===== src/rtl/usr_shift_ctrl.sv =====
// usr_shift_ctrl: sequences one shift command onto an 8-bit universal
// shift register (parallel load, then N shifts), then returns the result.
module usr_shift_ctrl #(
  parameter int WIDTH = 8
) (
  input  logic             clk,
  input  logic             rst,
  input  logic             cmd_valid,
  output logic             cmd_ready,
  input  logic [WIDTH-1:0] cmd_data,
  input  logic             cmd_dir,
  input  logic [3:0]       cmd_count,
  input  logic             cmd_rotate,
  input  logic             cmd_fill,
  input  logic             stall,
  input  logic [WIDTH-1:0] usr_q,
  output logic [1:0]       usr_select,
  output logic [WIDTH-1:0] usr_pload,
  output logic             usr_l_in,
  output logic             usr_r_in,
  output logic             busy,
  output logic             done,
  output logic [WIDTH-1:0] result
);

  typedef enum logic [1:0] {
    S_IDLE,
    S_LOAD,
    S_SHIFT,
    S_DONE
  } state_t;

  localparam logic [1:0] SEL_HOLD  = 2'b00;
  localparam logic [1:0] SEL_MSB   = 2'b01;
  localparam logic [1:0] SEL_LSB   = 2'b10;
  localparam logic [1:0] SEL_LOAD  = 2'b11;
  localparam logic [3:0] MAX_SHIFT = 4'd8;

  state_t           state;
  state_t           state_nxt;
  logic             dir_q;
  logic             rot_q;
  logic             fill_q;
  logic [3:0]       rem_q;
  logic [WIDTH-1:0] pload_q;
  logic [WIDTH-1:0] result_q;
  logic [3:0]       cnt_sat;
  logic             accept;
  logic             shift_en;

  assign cnt_sat  = (cmd_count > MAX_SHIFT) ? MAX_SHIFT
                                            : cmd_count;
  assign accept   = cmd_valid && (state == S_IDLE);
  assign shift_en = (state == S_SHIFT) && !stall;

  always_ff @(posedge clk or posedge rst) begin
    if (rst) begin
      state <= S_IDLE;
    end else begin
      state <= state_nxt;
    end
  end

  always_ff @(posedge clk or posedge rst) begin
    if (rst) begin
      dir_q    <= 1'b0;
      rot_q    <= 1'b0;
      fill_q   <= 1'b0;
      rem_q    <= '0;
      pload_q  <= '0;
      result_q <= '0;
    end else begin
      if (accept) begin
        dir_q   <= cmd_dir;
        rot_q   <= cmd_rotate;
        fill_q  <= cmd_fill;
        rem_q   <= cnt_sat;
        pload_q <= cmd_data;
      end
      if (shift_en) begin
        rem_q <= rem_q - 4'd1;
      end
      if (state == S_DONE) begin
        result_q <= usr_q;
      end
    end
  end

  always_comb begin
    state_nxt  = state;
    cmd_ready  = 1'b0;
    busy       = 1'b1;
    done       = 1'b0;
    usr_select = SEL_HOLD;
    usr_l_in   = 1'b0;
    usr_r_in   = 1'b0;
    unique case (state)
      S_IDLE: begin
        cmd_ready = 1'b1;
        busy      = 1'b0;
        if (cmd_valid) begin
          state_nxt = S_LOAD;
        end
      end
      S_LOAD: begin
        usr_select = SEL_LOAD;
        state_nxt  = (rem_q != 4'd0) ? S_SHIFT
                                     : S_DONE;
      end
      S_SHIFT: begin
        // rotate feeds back the bit about to fall off
        if (dir_q) begin
          usr_l_in = rot_q ? usr_q[0] : fill_q;
        end else begin
          usr_r_in = rot_q ? usr_q[WIDTH-1] : fill_q;
        end
        if (!stall) begin
          usr_select = dir_q ? SEL_LSB : SEL_MSB;
          if (rem_q == 4'd1) begin
            state_nxt = S_DONE;
          end
        end
      end
      S_DONE: begin
        done      = 1'b1;
        state_nxt = S_IDLE;
      end
    endcase
  end

  // usr_q already holds the final value during DONE
  assign result    = (state == S_DONE) ? usr_q : result_q;
  assign usr_pload = pload_q;

endmodule


===== config.mk =====
export PLATFORM = sky130hd
export DESIGN_NAME = usr_shift_ctrl
export DESIGN_NICKNAME = d
export VERILOG_FILES = /design/src/rtl/usr_shift_ctrl.sv
export SDC_FILE = /design/constraint.sdc
export NUM_CORES = 1
export LEC_CHECK = 0
export BUFFER_PORTS_ARGS = -buffer_cell sky130_fd_sc_hd__clkbuf_2
export CORE_ASPECT_RATIO = 0.7
export CORE_UTILIZATION = 43
export CTS_CLUSTER_SIZE = 20
export DETAILED_ROUTE_END_ITERATION = 12
export GPL_TIMING_DRIVEN = 0
export PLACE_DENSITY = 0.75
export SETUP_SLACK_MARGIN = 0.02
export SYNTH_ARGS = -nofsm -noshare
export SYNTH_HDL_FRONTEND = slang
export SYNTH_SLANG_ARGS = --single-unit

===== constraint.sdc =====
create_clock -name clk -period 1.7 [get_ports clk]
set_input_delay 0.255 -clock clk [delete_from_list [all_inputs] [get_ports clk]]
set_output_delay 0.255 -clock clk [all_outputs]
set_load 0.01 [all_outputs]

==> run metrics <==
Synth Area in Simple Gates 0.104; CTS Hold Buffers Added 0; post-route setup slack -27.0 ps; CP Data Arrival Time 1470 ps; fin crit share 1.02; grt ovf 0; Final setup viols 1; Max Fanout on Critical Path 3; final wirelength 3010 um; Site Rows 16; initial core utilization 0.454; final hold violations 0; die width 66.8 um; CP bufs+invs 2; CTS H-tree lvls 1; Post-synth ARST share 1.00; maximum root-to-sink buffer count 2; LEAKAGE 0.875 nW; syn_area_per_cell 13.2 sq um; first-pass GRT wire length 4130 um; adder-cell share of the synthesized area 0.0793; # nets final a little under 200; Crit path max-delay family flip-flops; IO Count 50; Worst Tran Pin Value between 900 and 1000 ps; most common cell in the synthesized netlist dfrtp_1; Synth top area share 0.496; layout cells sized above 1 0.643; Post-synth EDFFs 0; Yosys reg bits 25; max_slew headroom 0.379; Root Buffer clkbuf_8; CP Data Required Time 1440 ps; dpl hpwl 2020 um; Syn. warnings 0; largest family of logic cells by synthesized area multiplexers; Port Buffers 49; Placer Congestion 0.836; RSZ-0062 raised after global routing yes; Vias/cell 5.16; Hold Crit Class in -> async; pwr/cell area 2010 mW/mm^2; drt wl/cell 15.6 um; critical path capture point type output pin; Tot Pwr between 3 and 4 mW; vias 995; Clock transition at path regs 90 ps; Tot GR Track Use 0.183; multi-input logic area approximately 700 sq um; Synth Cell Area 0.00126 sq mm; filler cell count 216; commonest cells in the netlist dfrtp_1, mux2_2, ha_1; register area ~630 sq um; max-slew violations 0; leading area contributor after synthesis dfrtp_1; setup total negative slack -27.0 ps; Cell Chain, Critical Path buf_6, ha_4, and3b_1, o21a_1, clkbuf_2; MaxCap Viol Count 0; DRT antenna net count 0; area growth from synthesis to layout 43.4%; DR pass1 iterations 4; failing checks negative setup slack; post-synthesis compound-gate area fraction 0.0971; Num CTS Buffers 3; largest cells by area after synthesis dfrtp_1, mux2_2, ha_1; XOR/XNOR Fraction of Synth Area 0.00694; Syn Inst Count 96; drt initial violations 15; Net Count, Synth about 130; post-synthesis mux area share 0.189; ANT cells 0; status complete, but fails checks; f_max about 0.58 GHz; startpoint types register; # clock sinks 25; critical path's largest stage delay 450 ps; register area share after synthesis 0.496; Yosys cell types 26; Std-Cell Core Area about 0.0028 sq mm; Vert. Die Dim 47.3 um; initial antenna violation count 0; Worst-Skew Late Latency 270 ps; Critical-path top delay cell dfrtp_2; Peak VDD IR approximately 0.001 V; Top FF cell, synth dfrtp_1; vias in the first global route roughly 920; minimum clock period 1730 ps; largest net degree at the start of global routing 26; Die ar. 0.00316 sq mm; TritonCTS clock tree built; Clock Skew 4.04 ps; DRC viols 0; WS Path Type reg -> out
state kept, by name, summed over array words and instances (netlist names):
| register | flops |
|---|---|
| rot_q | 1 |
| rem_q | 4 |
| usr_pload | 8 |
| dir_q | 1 |
| state | 2 |
| fill_q | 1 |
| result_q | 8 |
timing repair:
| action | in CTS | in global routing |
|---|---|---|
| endpoints found under the setup margin | 25 | 22 |
| endpoints found under the hold margin | 0 | 0 |
| resized for setup | 24 | 19 |
| cloned | 0 | 0 |
| pin swaps | 1 | 4 |
| setup buffers | 7 | 3 |
logic make-up after synthesis:
group	Yosys count
compound gates	14
fa+ha+maj	8
xor+xnor	1
mux	21
flops	25
buf+inv	9
simple gates	18
routing by layer:
metal  share of wire  vias to the layer above  wire [um]  GRT usage
met3           0.041                        8        124     0.0388
met2            0.50                       31       1500      0.311
met4           0.024                        0         73     0.0809
li1                -                      466          -          -
met1            0.43                      490       1310      0.232
met5               0                        -          0          0
where the power goes:
| part | total, mW | internal [mW] | leakage (nW) | switching, mW |
|---|---|---|---|---|
| combinational | 2.13 | 1.20 | 0.562 | 0.934 |
| clock | 0.356 | 0.166 | 0.0217 | 0.190 |
| sequential | 1.15 | 0.914 | 0.291 | 0.233 |
| total | 3.63 | 2.28 | 0.875 | 1.36 |
cells in the final DEF, fill, tap and decap left out, drive strengths merged, types with 2 or more instances in the layout:
cell / instances
ha: 8
nor3: 2
dfrtp: 25
inv: 6
or3: 2
nand2: 2
and4b: 3
mux2: 20
a211oi: 4
nor2b: 2
nor3b: 2
o21a: 2
clkbuf: 48
buf: 15
a21oi: 5
cell type report:
cell class / count / share of cell area
multi-input cells: 62 / 0.393
well taps: 36 / 0.0249
plain buffers: 1 / 0.00415
flip-flops and latches: 25 / 0.348
repair buffers: 59 / 0.189
inverters: 6 / 0.0138
clock inverters: 1 / 0.00415
clock buffers: 3 / 0.0228
through the flow:
| step | hold slack (ps) | worst slack, ps | cells | util | cell area, sq um |
|---|---|---|---|---|---|
| finish | 162 | -27.0 | 193 | 0.651 | 1810 |
| floorplan | 282 | 47.4 | 96 | - | 1260 |
| detailed placement | 486 | -168 | 181 | 0.559 | 1560 |
| global route | 202 | -76.4 | 193 | 0.651 | 1810 |
| CTS | 194 | -68.2 | 192 | 0.631 | 1760 |
| global placement | 468 | -129 | 181 | 0.559 | 1560 |
path summary, 6_finish.rpt:
| path | slack, ps | from | endpoint | cells past startpoint |
|---|---|---|---|---|
| worst max-delay path | -30 | state[1]$_DFFE_PP0P_ | usr_select[1] | 5 |
| worst min-delay path | 160 | rst | result_q[6]$_DFF_PP0_ | 2 |
| worst max register to register | 0 | rem_q[1]$_DFFE_PP0P_ | state[1]$_DFFE_PP0P_ | 5 |
| worst min register to register | 500 | result_q[6]$_DFF_PP0_ | result_q[6]$_DFF_PP0_ | 1 |
| max in group asynchronous | 910 | rst | rem_q[0]$_DFFE_PP0P_ | 2 |
| min in group clk | 210 | cmd_data[7] | usr_pload[7]$_DFFE_PP0P_ | 2 |
No activity file was read; power rests on OpenSTA's default activity.
